### src/rtl/cache_pkg.sv
// cache_pkg: shared cache read-path defaults, beat type and select decode
package cache_pkg;
  localparam int DEFAULT_DATA_WIDTH = 32;
  localparam int DEFAULT_WAYS = 4;
  localparam int MAX_WAYS = 64;
  typedef struct packed {
    logic [DEFAULT_DATA_WIDTH-1:0] data;
    logic hit;
    logic sel_err;
  } beat_t;
  typedef struct packed {
    logic hit;
    logic err;
  } sel_status_t;
  function automatic sel_status_t onehot_status(input logic [MAX_WAYS-1:0] sel);
    logic [MAX_WAYS-1:0] rest;
    rest = sel & (sel - MAX_WAYS'(1));
    return '{hit: (sel != '0) && (rest == '0), err: rest != '0};
  endfunction
endpackage

### src/rtl/skid_buffer.sv
// skid_buffer: registered valid/ready stage with a single skid entry
module skid_buffer #(
  parameter int WIDTH = 8
) (
  input  logic             i_clk,
  input  logic             i_rst_n,
  input  logic             i_valid,
  output logic             o_ready,
  input  logic [WIDTH-1:0] i_data,
  output logic             o_valid,
  input  logic             i_ready,
  output logic [WIDTH-1:0] o_data
);
  typedef enum logic [1:0] {EMPTY, ONE, FULL} state_t;
  state_t state_q, state_d;
  logic load_out, load_skid, pop_skid;
  logic [WIDTH-1:0] skid_q;
  always_ff @(posedge i_clk or negedge i_rst_n)
    if (!i_rst_n) state_q <= EMPTY;
    else state_q <= state_d;
  always_comb begin
    state_d = state_q;
    load_out = 1'b0;
    load_skid = 1'b0;
    pop_skid = 1'b0;
    case (state_q)
      EMPTY: begin
        load_out = i_valid;
        state_d = i_valid ? ONE : EMPTY;
      end
      ONE: begin
        load_out = i_valid && i_ready;
        load_skid = i_valid && !i_ready;
        state_d = load_skid ? FULL : (!i_valid && i_ready) ? EMPTY : ONE;
      end
      default: begin
        pop_skid = i_ready;
        state_d = i_ready ? ONE : FULL;
      end
    endcase
  end
  always_ff @(posedge i_clk or negedge i_rst_n)
    if (!i_rst_n) begin
      o_data <= '0;
      skid_q <= '0;
    end else begin
      o_data <= load_out ? i_data : pop_skid ? skid_q : o_data;
      skid_q <= load_skid ? i_data : skid_q;
    end
  assign o_valid = state_q != EMPTY;
  assign o_ready = state_q != FULL;
endmodule

### src/rtl/way_select_pipe_mux.sv
// way_select_pipe_mux: pipelined one-hot way-select mux with skid buffer and multi-hot error count
module way_select_pipe_mux
  import cache_pkg::*;
#(
  parameter int DATA_WIDTH = DEFAULT_DATA_WIDTH,
  parameter int WAYS = DEFAULT_WAYS,
  parameter int ERR_CNT_WIDTH = 8
) (
  input  logic                       i_clk,
  input  logic                       i_rst_n,
  input  logic                       i_valid,
  output logic                       o_ready,
  input  logic [WAYS*DATA_WIDTH-1:0] i_data,
  input  logic [WAYS-1:0]            i_sel,
  output logic                       o_valid,
  input  logic                       i_ready,
  output logic [DATA_WIDTH-1:0]      o_data,
  output logic                       o_hit,
  output logic                       o_sel_err,
  input  logic                       i_err_clr,
  output logic [ERR_CNT_WIDTH-1:0]   o_err_cnt
);
  typedef struct packed {
    logic [DATA_WIDTH-1:0] data;
    logic hit;
    logic sel_err;
  } way_beat_t;
  sel_status_t st;
  logic [DATA_WIDTH-1:0] sel_data;
  way_beat_t in_beat, out_beat;
  logic accept;
  always_comb begin
    st = onehot_status(MAX_WAYS'(i_sel));
    sel_data = '0;
    for (int k = 0; k < WAYS; k++) sel_data |= i_data[k*DATA_WIDTH +: DATA_WIDTH] & {DATA_WIDTH{i_sel[k]}};
    in_beat = '{data: st.hit ? sel_data : '0, hit: st.hit, sel_err: st.err};
  end
  skid_buffer #(.WIDTH(DATA_WIDTH + 2)) u_skid (
    .i_clk(i_clk),
    .i_rst_n(i_rst_n),
    .i_valid(i_valid),
    .o_ready(o_ready),
    .i_data(in_beat),
    .o_valid(o_valid),
    .i_ready(i_ready),
    .o_data(out_beat)
  );
  assign accept = i_valid && o_ready;
  always_ff @(posedge i_clk or negedge i_rst_n)
    if (!i_rst_n) o_err_cnt <= '0;
    else if (i_err_clr) o_err_cnt <= '0;
    else if (accept && in_beat.sel_err && o_err_cnt != '1) o_err_cnt <= o_err_cnt + ERR_CNT_WIDTH'(1);
  assign o_data = out_beat.data;
  assign o_hit = out_beat.hit;
  assign o_sel_err = out_beat.sel_err;
endmodule

### config.mk
export PLATFORM = sky130hd
export DESIGN_NAME = way_select_pipe_mux
export DESIGN_NICKNAME = d
export VERILOG_FILES = /design/src/rtl/cache_pkg.sv /design/src/rtl/skid_buffer.sv /design/src/rtl/way_select_pipe_mux.sv
export SDC_FILE = /design/constraint.sdc
export NUM_CORES = 1
export LEC_CHECK = 0
export BUFFER_PORTS_ARGS = -buffer_cell sky130_fd_sc_hd__buf_2
export CAP_MARGIN = 30
export CORE_UTILIZATION = 40
export CTS_CLUSTER_DIAMETER = 120
export DETAILED_ROUTE_END_ITERATION = 8
export GPL_TIMING_DRIVEN = 0
export MAX_ROUTING_LAYER = met4
export PLACE_DENSITY = 0.69
export SYNTH_ARGS = -nofsm -noshare
export SYNTH_HDL_FRONTEND = slang
export SYNTH_SLANG_ARGS = --single-unit
### constraint.sdc
create_clock -name i_clk -period 2.9 [get_ports i_clk]
set_input_delay 0.29 -clock i_clk [delete_from_list [all_inputs] [get_ports i_clk]]
set_output_delay 0.29 -clock i_clk [all_outputs]
set_load 0.01 [all_outputs]
==> results.md, run 1 <==
- The later pin in the worst-skew pair is clocked with a latency of 0.36 ns.
- The critical path goes through and4_1 > and2_1 > a311oi_2 > mux2_2.
- In this run the core area contains 37 standard-cell rows.
- The first global-routing pass estimated 22400 um of wire.
- The worst-path cell with the longest stage delay is sky130_fd_sc_hd__dfrtp_1.
- The netlist area before placement is 4230 sq um.
- The number of global-route vias before repair is 4567.
- For the finished layout, the period the worst path requires is 1.75 ns.
- The final hold violation count is 0.
- The internal power summed over all cells is 2.64 mW.
- The proportion of power drawn by the clock network is 0.245.
- The start point of the critical path is o_err_cnt[3]$_DFFE_PN0P_.
- The floorplan step set the die height to 105 um.
- Across every metal layer, demand over resource in global routing totals 0.265.
- The overall routed net length is 13700 um.
- Dividing the detail-routed via count by the number of cells gives 5.53.
- The clock root buffer master is sky130_fd_sc_hd__clkbuf_8.
- Clock tree synthesis inserted a total of 9 buffers.
- The initial core utilization is 0.412.
- The combinational power share is 0.335.
- Max-cap violations in this run came to 0.
- Averaged over all synthesized cells, the footprint is 8.75 sq um.
- The final number of max-transition violations is 0.
- Port buffering added 175 buffers.
- Static timing analysis puts the maximum clock frequency at 573 MHz.
- The path category of the worst min-delay check is in2reg.
- The analysis attributes to cell leakage a power of 2.80 nW.
- Once the clock tree was built, the resizer swapped 0 gates to a different size.
- The fraction of final layout cells with drive strength greater than 1 is 0.318.
- Entering global routing, the biggest net connects 42 pins.
- sky130_fd_sc_hd__dfrtp_1 takes more of the synthesized area than any other cell.
- The number of standard cells in the final layout excluding fillers is 812.
- Measured against its own limit, the worst slew margin works out to 0.521.
- For this run, design rule violations remaining after detail routing come to 0.
- The total power per unit cell area is 733 nW/um^2.
- At the end of routability-driven placement, the weighted congestion stood at 0.805.
- By area the synthesized netlist is led by sky130_fd_sc_hd__dfrtp_1, sky130_fd_sc_hd__a22oi_1, sky130_fd_sc_hd__nand2_1, sky130_fd_sc_hd__o221ai_1, sky130_fd_sc_hd__nand3_1.
- VDD sags by at most 0.320 mV.
- The instance count on the critical path is 4.
- The kind of capture point of the worst setup path is a flop.
- The number of filler cells placed in the layout is 1002.
- The first-pass iteration count of the detailed router is 5.
- The start-to-end type of the worst setup path is reg2reg.
- The share of flip-flops with an asynchronous set or reset after synthesis is 1.00.
- CTS built an H-tree with a depth of 3.
- 181 I/O pins were placed.
- Synthesis produced 484 cells.
- The most used flip-flop cell after synthesis is sky130_fd_sc_hd__dfrtp_1.
- In this run, synthesis inferred 0 flip-flops with an integrated enable.
- The post-route core utilization is 0.541.
- The count of state elements after synthesis is 78.
- The number of clock sinks is 78.
- Dividing the final minimum period by the clock period gives 0.602.
- The final antenna diode count is 0.
- The combined buffer and inverter count along the critical path is 0.
- The final setup violation count is 0.
- The sequential fraction of design power is 0.420.
- The element type at the critical path start is a flop.
- After routing the design area is 5560 sq um.
- The critical path ends at o_err_cnt[0]$_DFFE_PN0P_.
- Before CTS, the worst setup slack after placement is 1.04 ns.
- The initial antenna violation count is 0.
- The total number of nets in the final design is 812.
- The core region is 10300 sq um.
- The analysis attributes to net switching a power of 1.43 mW.
- After detailed placement, the design holds a cell count of 796.
- The register-to-register setup slack is 1.15 ns.
- Setup repair after global routing left no endpoint under its margin.
- Summed over all failing endpoints, the final setup total negative slack is 0 ns.
- The net count after synthesis is 624.
- The area of placed instances is 5300 sq um.
- The family with the most delay on the worst path is flip-flops.
- The share of the yosys chip area belonging to registers is 0.461.
- In the post-route analysis, the smallest setup slack over all paths is 1.15 ns.
- The startpoint identified for the worst register-to-register timing path is o_err_cnt[3]$_DFFE_PN0P_.
- The total die area is 11000 sq um.
- The startpoint of the worst hold path is i_ready.
- The final worst clock skew is 0.00822 ns.
- The run finished with clean final reports.
- The transition time at the pin with the least slew margin is 0.718 ns.
- Of the post-synthesis cell area, the dominant cell type holds 0.461.
- Of the total power, the share spent switching nets is 0.352.
- Data on the critical path is required at its endpoint by 3.14 ns.
- The layout overhead on the synthesized area is 31.2%.
- For this run, the slowest stage of the critical path takes 0.47 ns.
- Measured along the x axis, the die boundary spans 105 um.
- The worst register-to-register path has a depth of 4.
- Clock-pin slew was measured on the worst setup and hold paths at 0.08 ns.
- The TritonCTS clock tree is built.
- The synthesis warning total is 0.
- The count of unique library cells instantiated by Yosys is 40.
- Dividing the detail-routed wire length by the instance count gives 16.9 um.
- The routed layout has 4492 vias.
- The HPWL after detailed placement is 10200 um.
- After clock tree synthesis, the setup repair step added 0 buffers.
- The total overflow left after global routing is 0.
- In this run the deepest clock path goes through 2 buffers.
- The maximum net fanout on the critical path is 8.
- The data arrival time of the worst path is 1.99 ns.
- The antenna violation net count after detailed routing is 0.
- The worst flop-to-flop path endpoint is o_err_cnt[0]$_DFFE_PN0P_.
- In this run, the number of DRC markers left after iteration 0 of detailed routing was 376.
==> worst min-delay path by stage <==
stage	end	slack [ns]	cells past startpoint
final	u_skid.state_q[1]$_DFF_PN0_	0.17	2
after detailed placement	u_skid.o_data[11]$_DFFE_PN0P_	0.29	1
after CTS	u_skid.state_q[1]$_DFF_PN0_	0.15	2
after global routing	u_skid.state_q[1]$_DFF_PN0_	0.21	2
after global placement	u_skid.o_data[33]$_DFFE_PN0P_	0.46	2
after floorplan	o_err_cnt[0]$_DFFE_PN0P_	-0.006	0
==> cells in the final DEF, fill, tap and decap left out, types with 2 or more instances in the layout <==
cell type / n
sky130_fd_sc_hd__mux2_2: 3
sky130_fd_sc_hd__and4_1: 2
sky130_fd_sc_hd__nor4_1: 2
sky130_fd_sc_hd__o221ai_1: 32
sky130_fd_sc_hd__buf_4: 5
sky130_fd_sc_hd__inv_1: 36
sky130_fd_sc_hd__or4_1: 2
sky130_fd_sc_hd__ha_1: 3
sky130_fd_sc_hd__o21ai_0: 27
sky130_fd_sc_hd__nand3_1: 36
sky130_fd_sc_hd__a22oi_1: 65
sky130_fd_sc_hd__o21ai_1: 9
sky130_fd_sc_hd__clkbuf_8: 10
sky130_fd_sc_hd__nand2_1: 109
sky130_fd_sc_hd__nor2b_1: 3
sky130_fd_sc_hd__or2_2: 2
sky130_fd_sc_hd__clkbuf_1: 23
sky130_fd_sc_hd__buf_2: 183
sky130_fd_sc_hd__buf_1: 2
sky130_fd_sc_hd__buf_6: 3
sky130_fd_sc_hd__a211o_1: 2
sky130_fd_sc_hd__mux2i_1: 4
sky130_fd_sc_hd__nor2_1: 5
sky130_fd_sc_hd__nand4_1: 2
sky130_fd_sc_hd__dfrtp_1: 78
sky130_fd_sc_hd__a21oi_1: 4
sky130_fd_sc_hd__bufinv_16: 3
sky130_fd_sc_hd__nand2b_1: 3
==> cells in the mapped netlist, types with 4 or more instances <==
cell type,instances
sky130_fd_sc_hd__o221ai_1,32
sky130_fd_sc_hd__o21ai_1,9
sky130_fd_sc_hd__a21oi_1,4
sky130_fd_sc_hd__nor2_1,5
sky130_fd_sc_hd__dfrtp_1,78
sky130_fd_sc_hd__o21ai_0,27
sky130_fd_sc_hd__mux2i_1,4
sky130_fd_sc_hd__buf_2,9
sky130_fd_sc_hd__nand3_1,36
sky130_fd_sc_hd__inv_1,36
sky130_fd_sc_hd__a22oi_1,65
sky130_fd_sc_hd__buf_4,4
sky130_fd_sc_hd__clkbuf_1,23
sky130_fd_sc_hd__nand2_1,109
==> sequential cells by signal, indices dropped and copies added (netlist names) <==
name	flops
u_skid.o_data	34
u_skid.skid_q	34
o_err_cnt	8
u_skid.state_q	2
==> metrics by stage <==
stage / hold WS [ns] / total power [mW]
finish: 0.171 / 4.07
global route: 0.207 / 4.35
CTS: 0.151 / 4.10
detailed placement: 0.293 / 3.09
global placement: 0.462 / 3.04
floorplan: -0.00559 / 2.51
==> power groups by stage <==
stage                     clock network, mW  registers (mW)  logic, mW
after floorplan                           0            1.77      0.736
after global placement                    0            1.71       1.33
after detailed placement                  0            1.73       1.36
after CTS                              1.02            1.71       1.37
after global routing                   1.06            1.77       1.52
final                                 0.998            1.71       1.36
==> kinds of logic (layout without fill, tap and decap cells) <==
logic type	count (synthesis)	in the layout	share of synthesized area
mux	7	7	0.0174
xor+xnor	1	1	0.00207
simple gates	169	169	0.174
flops	78	78	0.461
buf+inv	77	269	0.0798
compound gates	149	149	0.257
fa+ha+maj	3	3	0.00887
==> per-layer routing <==
layer / global-route usage / routed length [um] / share of wire / up-vias
met5: - / 0 / 0 / -
met2: 0.411 / 6570 / 0.48 / 165
met1: 0.336 / 5940 / 0.43 / 2168
met3: 0.0487 / 849 / 0.062 / 30
met4: 0.127 / 360 / 0.026 / 0
li1: - / - / - / 2129
==> area by class of cell <==
class                      count  area, sq um  share of cell area
tap                          136          170              0.0306
clock inverter                 5          106              0.0191
inverter                      36          135              0.0243
clock buffer                  10          138              0.0248
multi-input combinational    329         1940               0.350
timing repair buffer         177          908               0.164
buffer                        41          203              0.0365
sequential                    78         1950               0.351
==> timing repair <==
item	4_1_cts	5_1_grt
hold endpoints to repair	37	0
endpoints found under the setup margin	0	0
hold buffers	1	0
Note: power is estimated with default switching activity, not from simulation.
==> inputs of run 2 (changes only) <==
Settings changed: ABC_AREA set to 1, PLACE_DENSITY 0.69 to 0.68.
Clock period 2.9 ns to 1.7 ns, I/O delays scaled along.
==> run 2 against run 1 <==
  * Maximum frequency grew 12%
  * Worst setup slack worse by 1.0 ns
  * Largest power group unchanged
  * Critical path depth increased by 4
  * Cell area increased by 7.0%
  * First-iteration DRC count shrank 1.1%
  * Via count increased by 13%
  * Largest cell class is now multi-input combinational cells
  * Critical path type unchanged
  * Sequential power grew 75%
==> results.md, run 2 <==
- The flow ran to the end, and the final reports show no timing, DRC or antenna violations.
- The count of state elements after synthesis is 78 (unchanged).
- The worst slew margin relative to its limit is 0.651 (+0.129).
- The number of vias per cell is 5.31 (-4.0%).
- The final hold violation count was 0 (unchanged).
- The share of flip-flops with an asynchronous set or reset after synthesis is 1.00 (unchanged).
- The post-layout worst setup margin is 0.145 ns (-1.01 ns).
- Setup repair after global routing left no endpoint under its margin.
- Relative to the synthesized area, the layout overhead comes to 31.4%.
- The maximum level of the CTS H-tree is 3 (unchanged).
- The number of clock buffers inserted by TritonCTS was 9 (unchanged).
- The synthesis warning total was 0 (unchanged).
- In the synthesized netlist, the cells that appear most often are sky130_fd_sc_hd__nand2_1, sky130_fd_sc_hd__dfrtp_1, sky130_fd_sc_hd__nand3_1.
- The netlist area before placement is 4520 sq um (+6.8%).
- The TritonCTS clock tree is built.
- The routed wire length per instance is 16.2 um (-4.4%).
- The largest individual stage delay along the critical path comes from the cell sky130_fd_sc_hd__dfrtp_1.
- The startpoint identified for the worst register-to-register timing path is o_err_cnt[0]$_DFFE_PN0P_.
- The switching power is 2.79 mW (+95%).
- The count of port buffers added during placement is 175 (unchanged).
- The placeable core area came to 10900 sq um (+6.4%).
- In this run the clock root is driven by a sky130_fd_sc_hd__clkbuf_16.
- The initial antenna violation count came to 0 (unchanged).
- The critical path is of the reg2reg type.
- The standard-cell row count is 38 (+2.7%).
- The sequential fraction of design power is 0.383 (-0.037).
- The kind of cell with the highest combined delay along the critical path is simple AND/OR/NAND/NOR gates.
- The number of global-route vias before repair was 4884 (+6.9%).
- The number of clock sinks is 78 (unchanged).
- The overall routed net length was 15400 um (+12%).
- The total die area is 11700 sq um (+6.7%).
- The combined buffer and inverter count along the critical path was 0 (unchanged).
- The largest stage delay on the critical path was 0.44 ns (-0.03 ns).
- The maximum net fanout on the critical path is 9 (+1).
- The violation count after the first detailed-route iteration was 372 (-1.1%).
- The worst setup path is launched from a flop.
- The data arrival time of the worst path came to 1.83 ns (-0.16 ns).
- The path category of the worst min-delay check is in2reg.
- The proportion of power drawn by the clock network came to 0.282 (+0.037).
- The residual DRC count is 0 (unchanged).
- The area of placed instances came to 5600 sq um (+5.5%).
- The final worst hold slack is 0.0839 ns (-0.0876 ns).
- The die span in y is 108 um (+3.3%).
- The worst hold path begins at i_ready.
- The total number of nets in the final design is 949 (+17%).
- The cell that appears most often on the critical path is sky130_fd_sc_hd__nand2_1.
- Traced cell by cell, the critical path runs through ha_1 > nand2_1 > nor2_1 > nand2_1 > nand3_2 > nand2_2 > nand2_1 > nand2_1.
- The total power per unit cell area is 1320 nW/um^2 (+79%).
- In this run the worst setup path begins at o_err_cnt[0]$_DFFE_PN0P_.
- The final estimated routing congestion in global placement is 0.953 (+18%).
- The sum of overflow across all layers after global routing is 0 (unchanged).
- The first-pass iteration count of the detailed router is 5 (unchanged).
- The number of vias in the routed layout came to 5067 (+13%).
- The I/O pin total is 181 (unchanged).
- The global-route usage over all layers is 0.283 (+0.0182).
- The maximum count of clock buffers along a single path is 2 (unchanged).
- The number of standard cells after synthesis is 621 (+28%).
- The share of the synthesized area in the top cell type was 0.432 (-0.0295).
- The final antenna diode count is 0 (unchanged).
- The final number of max-transition violations is 0 (unchanged).
- The register-to-register setup slack was 0.15 ns (-1.01 ns).
- Leaving out fill and tap cells, the most frequent cells in the layout are sky130_fd_sc_hd__nand2_1, sky130_fd_sc_hd__buf_2, sky130_fd_sc_hd__dfrtp_1, sky130_fd_sc_hd__nand3_1, sky130_fd_sc_hd__o21ai_1.
- The largest total area in the synthesized netlist belongs to sky130_fd_sc_hd__dfrtp_1.
- The combinational power share was 0.336 (about the same).
- The highest attainable clock frequency is 643 MHz (+12%).
- The final setup violation count was 0 (unchanged).
- The maximum ir drop on the vdd rail came to 0.608 mV (+90%).
- The largest registers in the layout are u_skid.o_data: 34 flops, u_skid.skid_q: 34 flops, o_err_cnt: 8 flops.
- The kind of capture point of the worst setup path is a flop.
- The most used standard cell by instance count after synthesis is sky130_fd_sc_hd__nand2_1.
- The post-CTS setup buffer count was 0 (unchanged).
- The detailed placer's ending HPWL is 11700 um (+15%).
- The net count after synthesis was 761 (+22%).
- The transition time at the pin with the least slew margin came to 0.524 ns (-0.194 ns).
- The required time of the critical path is 1.97 ns (-1.17 ns).
- The number of instances resized during post-cts repair is 0 (unchanged).
- The number of synthesized flops with an enable pin is 0 (unchanged).
- The final worst clock skew is 0.00537 ns (-0.00286 ns).
- The count of unique library cells instantiated by Yosys is 31 (-23%).
- The max capacitance violation total came to 0 (unchanged).
- The share of the cycle needed by the critical path after routing is 0.915 (+0.313).
- The mean post-synth cell area is 7.28 sq um (-17%).
- The static leakage power came to 3.10 nW (+11%).
- The most used flip-flop cell after synthesis is sky130_fd_sc_hd__dfrtp_1.
- The shortest period the worst path allows is 1.55 ns (-0.191 ns).
- The fraction of final layout cells with drive strength greater than 1 came to 0.313 (-0.00478).
- The clock input transition at the sequential cells of the worst setup and hold paths is 0.06 ns (-0.02 ns).
- The initial core utilization came to 0.414 (+0.00164).
- The sum of negative setup slack is 0 ns (unchanged).
- The maximum number of pins on one net before global-route repair is 42 (unchanged).
- The internal power summed over all cells came to 5.03 mW (+90%).
- The library cell used most frequently in the layout, excluding fill and tap cells, is sky130_fd_sc_hd__nand2_1.
- The antenna violation net count after detailed routing is 0 (unchanged).
- The die boundary width was 108 um (+3.3%).
- The clock latency of the later-clocked register in the worst-skew pair is 0.33 ns (-0.03 ns).
- The global-route wire length before repair is 24400 um (+9.1%).
- The share of total power consumed by net switching came to 0.357 (+0.00512).
- The share of the yosys chip area belonging to registers is 0.432 (-0.0295).
- After synthesis, the cell types taking the most area are sky130_fd_sc_hd__dfrtp_1, sky130_fd_sc_hd__nand2_1, sky130_fd_sc_hd__nand3_1, sky130_fd_sc_hd__nand4_1, sky130_fd_sc_hd__o21ai_1.
- The worst-case setup slack after placement came to 0.173 ns (-0.867 ns).
- The cell area after layout is 5940 sq um (+7.0%).
run 2: area by class of cell:
cell class | instances | area, sq um
well taps | 140 | 175
plain buffers | 42 | 279
clock buffers | 9 | 225
multi-input cells | 459 | 2130
inverters | 42 | 160
clock inverters | 7 | 113
fillers | 1065 | 4990
flip-flops and latches | 78 | 1950
repair buffers | 177 | 908
run 2: what timing repair did:
action                                  CTS  global route
hold endpoints to repair                 37             0
endpoints found under the setup margin    0             0
hold buffers                              1             0
run 2: path summary, 6_finish.rpt:
path,end,cells after the start
setup / recovery,o_err_cnt[7]$_DFFE_PN0P_,8
hold / removal,u_skid.state_q[1]$_DFF_PN0_,2
setup reg to reg,o_err_cnt[7]$_DFFE_PN0P_,8
hold reg to reg,u_skid.skid_q[33]$_DFFE_PN0P_,2
max in group asynchronous,u_skid.skid_q[1]$_DFFE_PN0P_,3
min in group asynchronous,u_skid.o_data[23]$_DFFE_PN0P_,2
run 2: kinds of logic (layout without fill, tap and decap cells):
group | after synthesis | count (layout) | synth area share
DFF | 78 | 78 | 0.432
AOI/OAI and AO/OA | 81 | 81 | 0.0913
xor gates and xnor gates | 1 | 1 | 0.00194
adders and majority gates | 3 | 3 | 0.00830
buffers and inverters | 84 | 277 | 0.0971
and+or+nand+nor | 374 | 374 | 0.370
run 2: worst reg2reg max path: stages, from the launching register on:
cell and delay (ns):
sky130_fd_sc_hd__dfrtp_1 0.44, sky130_fd_sc_hd__ha_1 0.24, sky130_fd_sc_hd__nand2_1 0.12, sky130_fd_sc_hd__nor2_1 0.05, sky130_fd_sc_hd__nand2_1 0.07, sky130_fd_sc_hd__nand3_2 0.20
sky130_fd_sc_hd__nand2_2 0.23, sky130_fd_sc_hd__nand2_1 0.09, sky130_fd_sc_hd__nand2_1 0.06
run 2: routing by layer:
| metal | share of wire | track usage | vias up |
|---|---|---|---|
| met5 | 0 | - | - |
| met1 | 0.42 | 0.354 | 2381 |
| met2 | 0.48 | 0.441 | 223 |
| met4 | 0.031 | 0.137 | 0 |
| li1 | - | - | 2422 |
| met3 | 0.074 | 0.0555 | 41 |
run 2: power by group through the flow:
| stage | logic (mW) | registers, mW | clock network, mW |
|---|---|---|---|
| after global placement | 2.54 | 2.98 | 0 |
| after detailed placement | 2.60 | 3.01 | 0 |
| after global routing | 2.92 | 3.08 | 2.27 |
| after floorplan | 1.38 | 3.12 | 0 |
| after CTS | 2.63 | 2.99 | 2.20 |
| final | 2.63 | 2.99 | 2.20 |
run 2: per-stage QoR:
stage               utilization  power [mW]  std cells
floorplan                     -        4.50        621
global placement          0.510        5.52        936
detailed placement        0.512        5.62        937
CTS                       0.543        7.82        954
global route              0.543        8.27        954
finish                    0.543        7.82        954
